==> src/rtl/glitch_seq_pkg.sv <==
// rtl/glitch_seq_pkg.sv - shared state encoding and default parameters for the glitch sequencer
package glitch_seq_pkg;

    localparam int DEF_CNT_W      = 32;
    localparam int DEF_NP_W       = 4;
    localparam bit DEF_GLITCH_POL = 1'b1;
    localparam int SHOT_W         = 16;

    typedef enum logic [2:0] {
        S_IDLE,
        S_ARMED,
        S_DELAY,
        S_PULSE,
        S_GAP,
        S_DONE
    } state_t;

endpackage

==> src/rtl/glitch_sync_edge.sv <==
// rtl/glitch_sync_edge.sv - 2-FF synchroniser with rising-edge detect for the external trigger
module glitch_sync_edge (
    input  logic clk,
    input  logic rst,
    input  logic i_async,
    output logic o_edge
);

    logic       r_meta;
    logic       r_sync;
    logic       r_prev;
    logic [2:0] r_fill;

    always_ff @(posedge clk or posedge rst) begin
        if (rst) begin
            r_meta <= 1'b0;
            r_sync <= 1'b0;
            r_prev <= 1'b0;
            r_fill <= 3'b000;
        end else begin
            r_meta <= i_async;
            r_sync <= r_meta;
            r_prev <= r_sync;
            r_fill <= {r_fill[1:0], 1'b1};
        end
    end

    // Edges are masked until r_prev holds a real sample, so a trigger already high at reset release is not an edge.
    assign o_edge = r_sync & ~r_prev & r_fill[2];

endmodule

==> src/rtl/glitch_sequencer.sv <==
// rtl/glitch_sequencer.sv - armed, triggered multi-pulse glitch generator
// GLITCH_SEQ_AUTO_REARM_EN: DONE re-arms after one cycle and shot_count tracks completed shots.
module glitch_sequencer
    import glitch_seq_pkg::*;
#(
    parameter int CNT_W      = DEF_CNT_W,
    parameter int NP_W       = DEF_NP_W,
    parameter bit GLITCH_POL = DEF_GLITCH_POL
) (
    input  logic             clk,
    input  logic             rst,
    input  logic             locked,
    input  logic             arm,
    input  logic             abort,
    input  logic             trigger,
    input  logic [CNT_W-1:0] delay_cnt,
    input  logic [CNT_W-1:0] width_cnt,
    input  logic [CNT_W-1:0] gap_cnt,
    input  logic [NP_W-1:0]  pulse_num,
`ifdef GLITCH_SEQ_AUTO_REARM_EN
    output logic [SHOT_W-1:0] shot_count,
`endif
    output logic             glitch,
    output logic             armed,
    output logic             delay_indicator,
    output logic             done_indicator,
    output logic             locked_indicator
);

    localparam logic [CNT_W-1:0] C_ONE = {{(CNT_W-1){1'b0}}, 1'b1};
    localparam logic [NP_W-1:0]  P_ONE = {{(NP_W-1){1'b0}}, 1'b1};

    state_t           r_state;
    logic [CNT_W-1:0] r_cnt;
    logic [CNT_W-1:0] r_delay;
    logic [CNT_W-1:0] r_width;
    logic [CNT_W-1:0] r_gap;
    logic [NP_W-1:0]  r_pulses;
    logic [NP_W-1:0]  r_left;
    logic             r_glitch;
    logic             r_armed;
    logic             r_delay_ind;
    logic             r_done_ind;
    logic             r_locked;
`ifdef GLITCH_SEQ_AUTO_REARM_EN
    logic [SHOT_W-1:0] r_shots;
`endif

    logic             w_edge;
    logic             w_latch;
    logic [CNT_W-1:0] w_width1;
    logic [CNT_W-1:0] w_gap1;
    logic [NP_W-1:0]  w_pulses1;

    glitch_sync_edge u_sync (
        .clk     (clk),
        .rst     (rst),
        .i_async (trigger),
        .o_edge  (w_edge)
    );

    assign w_latch   = arm && locked && !abort && (r_state == S_IDLE || r_state == S_DONE);
    assign w_width1  = (r_width == '0) ? C_ONE : r_width;
    assign w_gap1    = (r_gap == '0) ? C_ONE : r_gap;
    assign w_pulses1 = (r_pulses == '0) ? P_ONE : r_pulses;

    always_ff @(posedge clk or posedge rst) begin
        if (rst) begin
            r_delay  <= '0;
            r_width  <= '0;
            r_gap    <= '0;
            r_pulses <= '0;
        end else if (w_latch) begin
            r_delay  <= delay_cnt;
            r_width  <= width_cnt;
            r_gap    <= gap_cnt;
            r_pulses <= pulse_num;
        end
    end

    // Outputs default inactive each cycle; each transition re-asserts the flag of the state it enters.
    always_ff @(posedge clk or posedge rst) begin
        if (rst) begin
            r_state     <= S_IDLE;
            r_cnt       <= '0;
            r_left      <= '0;
            r_glitch    <= ~GLITCH_POL;
            r_armed     <= 1'b0;
            r_delay_ind <= 1'b0;
            r_done_ind  <= 1'b0;
            r_locked    <= 1'b0;
`ifdef GLITCH_SEQ_AUTO_REARM_EN
            r_shots     <= '0;
`endif
        end else begin
            r_locked    <= locked;
            r_glitch    <= ~GLITCH_POL;
            r_armed     <= 1'b0;
            r_delay_ind <= 1'b0;
            r_done_ind  <= 1'b0;
            if (abort || !locked) begin
                r_state <= S_IDLE;
            end else begin
                case (r_state)
                    S_IDLE: begin
                        if (arm) begin
                            r_state <= S_ARMED;
                            r_armed <= 1'b1;
                        end
                    end
                    S_ARMED: begin
                        if (w_edge) begin
                            r_left <= w_pulses1;
                            if (r_delay == '0) begin
                                r_state  <= S_PULSE;
                                r_cnt    <= w_width1;
                                r_glitch <= GLITCH_POL;
                            end else begin
                                r_state     <= S_DELAY;
                                r_cnt       <= r_delay;
                                r_delay_ind <= 1'b1;
                            end
                        end else begin
                            r_armed <= 1'b1;
                        end
                    end
                    S_DELAY: begin
                        if (r_cnt == C_ONE) begin
                            r_state  <= S_PULSE;
                            r_cnt    <= w_width1;
                            r_glitch <= GLITCH_POL;
                        end else begin
                            r_cnt       <= r_cnt - C_ONE;
                            r_delay_ind <= 1'b1;
                        end
                    end
                    S_PULSE: begin
                        if (r_cnt != C_ONE) begin
                            r_cnt    <= r_cnt - C_ONE;
                            r_glitch <= GLITCH_POL;
                        end else if (r_left == P_ONE) begin
                            r_state    <= S_DONE;
                            r_done_ind <= 1'b1;
`ifdef GLITCH_SEQ_AUTO_REARM_EN
                            if (r_shots != {SHOT_W{1'b1}}) r_shots <= r_shots + 1'b1;
`endif
                        end else begin
                            r_state <= S_GAP;
                            r_cnt   <= w_gap1;
                            r_left  <= r_left - P_ONE;
                        end
                    end
                    S_GAP: begin
                        if (r_cnt == C_ONE) begin
                            r_state  <= S_PULSE;
                            r_cnt    <= w_width1;
                            r_glitch <= GLITCH_POL;
                        end else begin
                            r_cnt <= r_cnt - C_ONE;
                        end
                    end
                    S_DONE: begin
`ifdef GLITCH_SEQ_AUTO_REARM_EN
                        r_state <= S_ARMED;
                        r_armed <= 1'b1;
`else
                        if (arm) begin
                            r_state <= S_ARMED;
                            r_armed <= 1'b1;
                        end else begin
                            r_done_ind <= 1'b1;
                        end
`endif
                    end
                    default: r_state <= S_IDLE;
                endcase
            end
        end
    end

    assign glitch           = r_glitch;
    assign armed            = r_armed;
    assign delay_indicator  = r_delay_ind;
    assign done_indicator   = r_done_ind;
    assign locked_indicator = r_locked;
`ifdef GLITCH_SEQ_AUTO_REARM_EN
    assign shot_count       = r_shots;
`endif

endmodule

==> config.mk <==
export PLATFORM = sky130hd
export DESIGN_NAME = glitch_sequencer
export DESIGN_NICKNAME = d
export VERILOG_FILES = /design/src/rtl/glitch_seq_pkg.sv /design/src/rtl/glitch_sync_edge.sv /design/src/rtl/glitch_sequencer.sv
export SDC_FILE = /design/constraint.sdc
export NUM_CORES = 1
export LEC_CHECK = 0
export ABC_AREA = 1
export CORE_ASPECT_RATIO = 2
export CORE_UTILIZATION = 40
export DETAILED_ROUTE_END_ITERATION = 8
export GPL_TIMING_DRIVEN = 1
export PLACE_DENSITY_LB_ADDON = 0.15
export SETUP_SLACK_MARGIN = 0.4
export SLEW_MARGIN = 10
export SYNTH_ARGS = -nofsm -noshare
export SYNTH_HDL_FRONTEND = slang
export SYNTH_SLANG_ARGS = --single-unit
==> constraint.sdc <==
create_clock -name clk -period 10.4 [get_ports clk]
set_input_delay 3.12 -clock clk [delete_from_list [all_inputs] [get_ports clk]]
set_output_delay 3.12 -clock clk [all_outputs]
set_load 0.02 [all_outputs]
==> reports/metrics.cfg <==
[synth]
netlist_top_cells_area=dfrtp_1 (44%), nand2_1 (13%), nor2_1 (11%)
synth-edff-count=0
synth_ff_type=dfrtp_1
synth_top_area_share_pct=43.91
synth_top_area_cell=dfrtp_1
seq_area_frac_synth_pct=43.91
synth-seq-cells=150
async_reset_ff_share_pct=100.0
yosys_warnings=0
ys_top_cells_by_count=nand2_1 (295), nor2_1 (261), dfrtp_1 (150)
ys_types=31
synth_area_um2=8548
syn_area_per_cell_um2=7.177
netlist_instances=1191
synth_nets=1301
yosysMostFrequentCell=nand2_1

[floorplanning]
die_h_um=208.7
start_util_pct=40.85
dieArea_um2=21990
core_um2=20930
core.rowCount=75
die_w_um=105.4
boundaryPins=111

[drt]
drt_wl_total_mm=24.76
wl_per_cell_um=15.80
route.antenna.remaining_nets=0
drt-vias-per-instance=4.923
vias=7714
drt_iter0_markers=446
dr.pass1.iters=5
drc=0

[cts]
clock_sinks=150
cts_buffers=17
ctsHoldBuffers=0
cts_tree=built
htreeDepth=4
post_cts_buffers=0
clk_pin_slew_ps=60
root_buffer=clkbuf_16
cts.path.max_buffers=2
cts_resized=0
clk_latency_ps=440

[pwr]
leakage_nw=4.840
ir_drop_v=0.0001209
p_per_area_nw_per_um2=204.8

[placement]
dpl-instance-area_um2=9832
gp_congestion=0.8622
hpwl_mm=18.84
io_buffers=110
post-place-ws_ps=4481

[global_routing]
grt_start_max_net_pins=106
grt_util_met2_pct=41.76
grt_busiest_layer=met2
grtUsageTotal_pct=23.87
use_met1_pct=28.81
grt_pass1_wl_mm=39.96
grt_util_met3_pct=3.244
antenna_found_initial=0
grt_pass1_vias=7687
grt_overflow=0

[worst_setup_path]
endpoint_kind=register
cp.arrival_ps=5790
start_kind=input pin
worstPathMaxFanout=105
crit_type=in -> reg
crit_required_ps=10720

[timing]
finalMaxSlewViolations=0
slew_headroom_pct=28.37
fin_ws_ps=4923
tightest_slew_ps=1074
fin_skew_ps=9.451
final_hold_viol_count=0
setup_violations=0
tns_ps=0
fmax_mhz=182.6
finalCriticalPeriod_ps=5477
rsz0062_at_grt=false
post-route-period-util_pct=52.66

[layout]
area_growth_pct=22.42
fin_area_um2=10470
num-nets-final=1395
drive_gt1_share_pct=8.398
antenna_cells=0
fillers=2077

[worst_hold_path]
hold_class=reg -> reg

[run]
cap_violations=0

[status]
outcome=finished clean

## cell type report
cell class	count	area, um2	share of cell area, %
Inverter	129	491.7	4.699
Clock buffer	20	456.7	4.364
Clock inverter	12	176.4	1.686
Tap cell	269	336.6	3.216
Timing Repair Buffer	116	1146	10.95
Multi-Input combinational cell	871	4104	39.22
Sequential cell	150	3754	35.87
## worst max-delay path: stages
cell and delay, ps:
clkdlybuf4s50_1 460, nor2_1 130, nand3_4 110, buf_4 800
buf_4 680, mux2_2 410
## kinds of logic after synthesis
group | count (synthesis) | synth area share [%]
buf+inv | 170 | 8.255
flops | 150 | 43.91
simple gates | 707 | 34.85
xor+xnor | 16 | 1.639
mux | 31 | 4.084
other cells | 1 | 0.04387
fa+ha+maj | 4 | 0.5855
compound gates | 112 | 6.631
## sequential cells by signal, summed over array words and instances (netlist names)
| signal | cells |
|---|---|
| r_width | 32 |
| u_sync.r_meta | 1 |
| r_gap | 32 |
| r_state | 3 |
| r_delay | 32 |
| r_left | 4 |
| glitch | 1 |
| u_sync.r_fill | 3 |
| r_cnt | 32 |
| done_indicator | 1 |
| r_pulses | 4 |
| u_sync.r_sync | 1 |
| delay_indicator | 1 |
| locked_indicator | 1 |
| u_sync.r_prev | 1 |
| armed | 1 |
## power by group
group	internal, W	switching, W	leakage, nW	total, W
combinational	0.000234	0.000322	2.84	0.000556
clock	0.000414	0.000249	0.306	0.000663
sequential	0.000753	0.000172	1.69	0.000925
total	0.00140	0.000743	4.84	0.00214
## worst paths after layout
kind                                  startpoint                to  slack (ps)  depth (start not counted)
worst max-delay path                       abort          r_gap[7]        4920                          6
worst min-delay path            u_sync.r_fill[0]  u_sync.r_fill[1]         350                          0
worst max register to register        r_state[1]          r_gap[7]        7460                          7
worst min register to register  u_sync.r_fill[0]  u_sync.r_fill[1]         350                          0
max in group asynchronous                    rst             armed        5870                          3
min in group asynchronous                    rst        r_delay[2]        3220                          2
## placed cells by master, fill, tap and decap left out, types with 11 or more instances in the layout
cell	Yosys	layout
a21oi_1	85	85
clkbuf_16	0	17
clkdlybuf4s50_1	0	110
dfrtp_1	150	150
inv_1	121	120
mux2_2	31	31
nand2_1	295	295
nand3_1	107	106
nand4_1	11	11
nor2_1	261	260
nor2_2	12	13
o21ai_0	20	20
## per-stage QoR
step / util (%) / cells / power, W / hold WS [ps]
2_1_floorplan: - / 1191 / 0.001287 / 331.2
3_3_place_gp: 46.98 / 1535 / 0.001476 / 332.8
3_5_place_dp: 46.98 / 1535 / 0.001490 / 334.7
4_1_cts: 50.01 / 1567 / 0.002157 / 348.2
5_1_grt: 50.01 / 1567 / 0.002285 / 354.4
6_report: 50.01 / 1567 / 0.002144 / 345.9
## per-layer routing
metal	wire length [um]	vias up
met5	0	-
met1	10300	3569
li1	-	3914
met2	12820	190
met3	849	41
met4	791	0
Power figures use the tool's default switching activity.
